**config.mk**
```make
export PLATFORM = sky130hd
export DESIGN_NAME = unified_mem_arbiter
export DESIGN_NICKNAME = d
export VERILOG_FILES = /design/src/rtl/unified_mem_arbiter.sv
export SDC_FILE = /design/constraint.sdc
export NUM_CORES = 1
export LEC_CHECK = 0
export ABC_AREA = 1
export BUFFER_PORTS_ARGS = -buffer_cell sky130_fd_sc_hd__buf_2
export CORE_UTILIZATION = 49
export DETAILED_ROUTE_END_ITERATION = 6
export PLACE_DENSITY_LB_ADDON = 0.05
export SYNTH_ARGS = -nofsm -noshare
export SYNTH_HDL_FRONTEND = slang
export SYNTH_SLANG_ARGS = --single-unit
```
**constraint.sdc**
```tcl
create_clock -name clk -period 2.8 [get_ports clk]
set_input_delay 0.14 -clock clk [delete_from_list [all_inputs] [get_ports clk]]
set_output_delay 0.14 -clock clk [all_outputs]
set_load 0.01 [all_outputs]
```
**src/rtl/unified_mem_arbiter.sv**
```systemverilog
// Arbiter sharing one single-ported, variable-latency memory bus between the
// RV32 fetch (IF) and load/store (LS) requesters, one transaction at a time.
module unified_mem_arbiter #(
  parameter int STARVE_LIMIT = 4,
  parameter int TIMEOUT      = 16
) (
  input  logic        clk,
  input  logic        reset_n,
  input  logic        if_req,
  input  logic [31:0] if_addr,
  output logic        if_gnt,
  output logic        if_rvalid,
  output logic [31:0] if_rdata,
  output logic        if_err,
  input  logic        ls_req,
  input  logic        ls_we,
  input  logic [31:0] ls_addr,
  input  logic [31:0] ls_wdata,
  output logic        ls_gnt,
  output logic        ls_rvalid,
  output logic [31:0] ls_rdata,
  output logic        ls_err,
  output logic        mem_req_valid,
  input  logic        mem_req_ready,
  output logic        mem_we,
  output logic [31:0] mem_addr,
  output logic [31:0] mem_wdata,
  input  logic        mem_rsp_valid,
  input  logic [31:0] mem_rdata,
  output logic        busy
);

  localparam int SC_W = $clog2(STARVE_LIMIT + 1);
  localparam int WC_W = $clog2(TIMEOUT);
  localparam logic [SC_W-1:0] STARVE_MAX = SC_W'(STARVE_LIMIT);
  localparam logic [WC_W-1:0] WAIT_LAST  = WC_W'(TIMEOUT - 1);

  typedef enum logic [1:0] {
    IDLE = 2'd0,
    REQ  = 2'd1,
    WAIT = 2'd2,
    RESP = 2'd3
  } state_t;

  state_t            state_r;
  logic [SC_W-1:0]   starve_cnt_r;
  logic [WC_W-1:0]   wait_cnt_r;
  logic              owner_ls_r;
  logic              we_r;
  logic [31:0]       addr_r;
  logic [31:0]       wdata_r;
  logic [31:0]       rdata_r;
  logic              err_r;

  logic              idle_s;
  logic              if_win_s;
  logic              resp_s;
  logic [31:0]       gnt_addr_s;

  // Grants are gated by reset_n so every output reads 0 while reset is held.
  assign idle_s     = reset_n & (state_r == IDLE);
  assign if_win_s   = if_req & (~ls_req | (starve_cnt_r == STARVE_MAX));
  assign if_gnt     = idle_s & if_win_s;
  assign ls_gnt     = idle_s & ls_req & ~if_win_s;
  assign gnt_addr_s = ls_gnt ? ls_addr : if_addr;

  // Transaction sequencer: capture on grant, issue, wait with timeout, respond.
  always_ff @(posedge clk or negedge reset_n) begin
    if (!reset_n) begin
      state_r      <= IDLE;
      starve_cnt_r <= '0;
      wait_cnt_r   <= '0;
      owner_ls_r   <= 1'b0;
      we_r         <= 1'b0;
      addr_r       <= 32'd0;
      wdata_r      <= 32'd0;
      rdata_r      <= 32'd0;
      err_r        <= 1'b0;
    end else begin
      case (state_r)
        IDLE: begin
          if (if_gnt || ls_gnt) begin
            owner_ls_r <= ls_gnt;
            addr_r     <= gnt_addr_s;
            we_r       <= ls_gnt & ls_we;
            wdata_r    <= ls_gnt ? ls_wdata : 32'd0;
            if (if_gnt || !if_req) begin
              starve_cnt_r <= '0;
            end else if (starve_cnt_r != STARVE_MAX) begin
              starve_cnt_r <= starve_cnt_r + SC_W'(1);
            end
            if (gnt_addr_s[1:0] == 2'b00) begin
              state_r <= REQ;
            end else begin
              // Misaligned: trap straight to the response, memory untouched.
              rdata_r <= 32'd0;
              err_r   <= 1'b1;
              state_r <= RESP;
            end
          end
        end
        REQ: begin
          if (mem_req_ready) begin
            wait_cnt_r <= '0;
            state_r    <= WAIT;
          end
        end
        WAIT: begin
          if (mem_rsp_valid) begin
            rdata_r <= we_r ? 32'd0 : mem_rdata;
            err_r   <= 1'b0;
            state_r <= RESP;
          end else if (wait_cnt_r == WAIT_LAST) begin
            rdata_r <= 32'd0;
            err_r   <= 1'b1;
            state_r <= RESP;
          end else begin
            wait_cnt_r <= wait_cnt_r + WC_W'(1);
          end
        end
        RESP: begin
          state_r <= IDLE;
        end
        default: begin
          state_r <= IDLE;
        end
      endcase
    end
  end

  assign busy          = (state_r != IDLE);
  assign mem_req_valid = (state_r == REQ);
  assign mem_we        = we_r;
  assign mem_addr      = addr_r;
  assign mem_wdata     = wdata_r;

  assign resp_s    = (state_r == RESP);
  assign if_rvalid = resp_s & ~owner_ls_r;
  assign ls_rvalid = resp_s & owner_ls_r;
  assign if_rdata  = if_rvalid ? rdata_r : 32'd0;
  assign ls_rdata  = ls_rvalid ? rdata_r : 32'd0;
  assign if_err    = if_rvalid & err_r;
  assign ls_err    = ls_rvalid & err_r;

endmodule

```
# After elaboration in Yosys (flattened, before gate mapping)
# Cells that the tools add are included.
# word_totals
latch_bits	0
inputBits	135
n_memories	0
mem_bits_rw	0
romBits	0
ff_bits	108
# op_classes
shifts	0
order_cmp	0
bitwise_logic	14
n_mul	0
n_eq_ne	12
n_reduce_logical	14
n_addsub	2
div_mod_pow	0
n_mux	27
# ops
op	n
$mux 32	9
$pmux 32 s2	1
$mux 4	3
$and 1x1->1	10
$mux 2	5
$pmux 2 s4	1
$pmux 4 s2	1
$reduce_and 4->1	2
$reduce_bool 2->1	4
$mux 3	2
$ne 2x2->1 const B	3
$ne 3x3->1 const B	2
$reduce_and 3->1	2
$add 4x1->4 const B	1
$eq 2x2->1 const B	2
$eq 4x4->1 const B	1
$logic_not 2->1	2
$mux 1	4
$ne 2x1->1 const B	2
$add 3x1->3 const B	1
$eq 3x3->1 const B	1
$not 1->1	3
$eq 2x1->1 const B	1
$logic_or 1x1->1	2
other kinds (4)	4

# Longest topological paths before layout
# depth
depth_word	10
depth_mapped	12
depth_no_buf	11

# Worst setup path after synthesis
# OpenSTA, ideal clock, no wires.
# synth_path
path_type	reg-to-reg
from	register state_r[0]
to	register rdata_r[0]
arrival_time_ps	1631
required_time_ps	2684
synth_period_minus_slack_ps	1747
setup_slack_ps	1053
path_stages_with_launch	13
path_cell_list	dfrtp_1 inv_1 ha_1 nand2_2 nor2_4 nand2_2 nand2_1 nand2_2 nand3_4 nand2_4 buf_6 nand2_1 nand2_1
# synth_via
elab_chain_cells	8
# synth_lines
item	line_no	source
start: declaration	45	state_t state_r;
start signal: assignment	70	state_r <= IDLE;
start signal: assignment	93	state_r <= REQ;
start signal: assignment	98	state_r <= RESP;
$logic_not 2->1	61, 80	
$and 1x1->1	61	assign idle_s = reset_n & (state_r == IDLE);
$and 1x1->1 (2 in a row)	64	assign ls_gnt = idle_s & ls_req & ~if_win_s;
$mux 32	65	assign gnt_addr_s = ls_gnt ? ls_addr : if_addr;
$logic_not 2->1	92	if (gnt_addr_s[1:0] == 2'b00) begin
$ne 2x2->1 (no line)	-	
$reduce_and 4->1 (no line)	-	
end signal: assignment	110	rdata_r <= we_r ? 32'd0 : mem_rdata;
end: declaration	52	logic [31:0] rdata_r;
# Parallel ways exist; a longest one is shown, timed or not.
# A chain may end at the register's enable or synchronous reset.

# Worst setup path after layout
# layout_path
from	register state_r[0]
to	output ls_gnt
# layout_via
elab_chain_cells	4
# layout_lines
item	line_no	source
$logic_not 2->1	61	
$and 1x1->1	61	
$and 1x1->1 (2 in a row)	64	
end: declaration	19	output logic ls_gnt,
# No other way between the ends.

==> impl_metrics.tcl <==
set metrics [dict create \
    outcome "finished clean" \
    required_ns 2.66 \
    die_w_um 106 \
    postSynthCellCount 657 \
    fin_crit_sh_pct 92.8 \
    use_met3_pct 6.18 \
    setup_tns_ns 0 \
    skew_ns 0.0156 \
    first_pass_iters 4 \
    synth_top_flop_cell "dfrtp_1" \
    worst_pin_slew_ns 1.00 \
    critPathKind "reg -> out" \
    drc 0 \
    design_area_um2 7320 \
    worst_hold_path_type "in -> reg" \
    routed_wl_mm 15.0 \
    rsz0062_at_grt "no" \
    fill_cells 876 \
    yosysTopAreaCellShare_pct 51.2 \
    vdd_drop_max_v 0.000546 \
    slew_headroom_pct 33.2 \
    nNetsFinal 1092 \
    die_height_um 106 \
    async_flop_share_pct 100 \
    powerDensity_nw_per_um2 928 \
    num_vias 5391 \
    initial_core_util_pct 50.9 \
    avgViaCountPerCell 4.94 \
    grt_pass1_wl_mm 24.0 \
    hold_viol 0 \
    dpl-instance-area_um2 6690 \
    finalSetupViolCount 0 \
    end_kind "primary output" \
    cts.clk_slew.worst_paths_ns 0.10 \
    reg2regPathDepth 11 \
    synthToLayoutAreaGrowth_pct 38.6 \
    grt_antenna_before_repair 1 \
    tritoncts "yes" \
    hpwl_mm 10.4 \
    coreArea_um2 10400 \
    leakagePower_nw 4.10 \
    max_freq_mhz 385 \
    synth-edff-count 0 \
    final-seq-area_um2 2700 \
    worstPathArrival_ns 2.46 \
    root_buffer "clkbuf_8" \
    syn_nets 800 \
    synth.distinct_cells 27 \
    drt_iter0_drc 270 \
    setup.worst_path.start_class "flop" \
    rows 37 \
    synthTopCellsByArea "dfrtp_1 51%, nand2_1 10%, nor2_1 9.4%" \
    synth_seq_cells 108 \
    drv_slew 0 \
    cts-htree-levels 3 \
    cts_buffers 9 \
    multi_input_area_um2 2050 \
    synth_area_leader_cell "dfrtp_1" \
    netlist_area_um2 5280 \
    finalWorstPathRequiredPeriod_ns 2.60 \
    yosysSeqAreaShare_pct 51.2 \
    drtAntennaViolNets 0 \
    drive_above_1_share_pct 32.7 \
    synth_common_cells "143 x nand2_1, 132 x nor2_1, 108 x dfrtp_1, 86 x inv_1, 41 x nand3_1" \
    use_met1_pct 31.9 \
    cp_max_fo 57 \
    cap_violations 0 \
    synth_most_common_cell "nand2_1" \
    whs_path_depth 3 \
    grt-ovfl-total 0 \
    io_pins 272 \
    ys_warn_count 0 \
    grt_max_degree 82 \
    clkSinkCount 108 \
    track_usage_pct 27.0 \
    clockBufferDepth 2 \
    top_usage_layer "met2" \
    io_buffers 271 \
    die-area_um2 11200 \
    grt.met2_usage_pct 46.7 \
    avgSynthCellArea_um2 8.03 \
    clkLatencyLatePin_ns 0.37 \
    grt_pass1_vias 5205 \
    place_congestion 0.799 \
    routedWlPerCell_um 13.7 \
]
-- layout by cell type, fill, tap and decap left out, types with 2 or more instances in the layout --
master         count
a21oi_1            5
a22o_1            32
a31oi_1           30
buf_2            270
buf_4             10
bufinv_16          2
clkbuf_8           9
dfrtp_1          108
dlygate4sd3_1     39
ha_1               8
inv_1             85
inv_2              3
inv_6              2
nand2_1          143
nand2_2            5
nand3_1           41
nand3b_1           2
nand4_1            2
nor2_1           132
nor2_4             2
nor3_1             2
o21ai_0           11
or2_2              2
-- cell type report --
type	count	share of cell area, %
Sequential cell	108	36.9
Antenna cell	1	0.0342
Clock inverter	7	1.35
Tap cell	136	2.33
Clock buffer	9	1.69
Multi-Input combinational cell	422	28.0
Timing Repair Buffer	320	25.1
Inverter	88	4.51
-- power breakdown --
| part | switching, mW | leakage, nW | total, mW | internal [mW] |
|---|---|---|---|---|
| Sequential | 0.407 | 1.37 | 2.67 | 2.26 |
| Clock | 0.549 | 0.110 | 1.06 | 0.510 |
| Combinational | 1.85 | 2.63 | 3.06 | 1.20 |
-- registers in the layout, indices dropped and copies added, names as in the netlist --
signal / cells
mem_addr: 32
err_r: 1
rdata_r: 32
state_r: 2
wait_cnt_r: 4
owner_ls_r: 1
starve_cnt_r: 3
mem_wdata: 32
mem_we: 1
-- kinds of logic after synthesis --
group | after synthesis | synth area share (%)
adder cells (fa/ha/maj) | 8 | 1.90
XOR/XNOR | 1 | 0.166
flip-flops | 108 | 51.2
AND/OR/NAND/NOR | 333 | 26.0
AO/OA/AOI/OAI | 80 | 10.7
buffers and inverters | 127 | 10.1
-- routing by layer --
layer | wire length (um) | vias up
met5 | 0 | -
met2 | 7540 | 250
met3 | 1030 | 42
met4 | 460 | 0
li1 | - | 2638
met1 | 5960 | 2461
-- critical path: stages, from the launching register on --
cell and delay (ns):
dfrtp_1 0.41, inv_1 0.13, ha_1 0.32, nand2_2 0.14, nor2_4 0.13, nand2_2 0.23
inv_2 0.26, buf_12 0.27, buf_2 0.18
-- path summary, 6_finish.rpt --
kind | startpoint | end | slack [ns]
max reg2reg | state_r[0] | rdata_r[30] | 0.31
min in group asynchronous | reset_n | rdata_r[10] | 0.23
max | state_r[0] | ls_gnt | 0.20
min reg2reg | err_r | err_r | 0.48
min | ls_addr[21] | mem_addr[21] | 0.01
max in group asynchronous | reset_n | rdata_r[14] | 1.23
-- through the flow --
| stage | power [mW] | utilization (%) | std cells | hold slack (ns) | setup slack (ns) |
|---|---|---|---|---|---|
| floorplan | 4.63 | - | 657 | -0.156 | 1.05 |
| global placement | 5.57 | 64.5 | 1035 | 0.0852 | 0.375 |
| detailed placement | 5.69 | 64.5 | 1035 | 0.0859 | 0.215 |
| CTS | 6.79 | 70.5 | 1090 | 0.00320 | 0.182 |
| global route | 7.28 | 70.6 | 1091 | 0.00672 | 0.0310 |
| finish | 6.79 | 70.6 | 1091 | 0.0109 | 0.201 |
-- repair_timing --
| action | in CTS | in global routing |
|---|---|---|
| gates resized for setup | 0 | 1 |
| hold buffers | 39 | 0 |
| endpoints found under the setup margin | 0 | 8 |
| endpoints found under the hold margin | 65 | 0 |
| buffers inserted | 0 | 0 |
No activity file was read; power rests on OpenSTA's default activity.
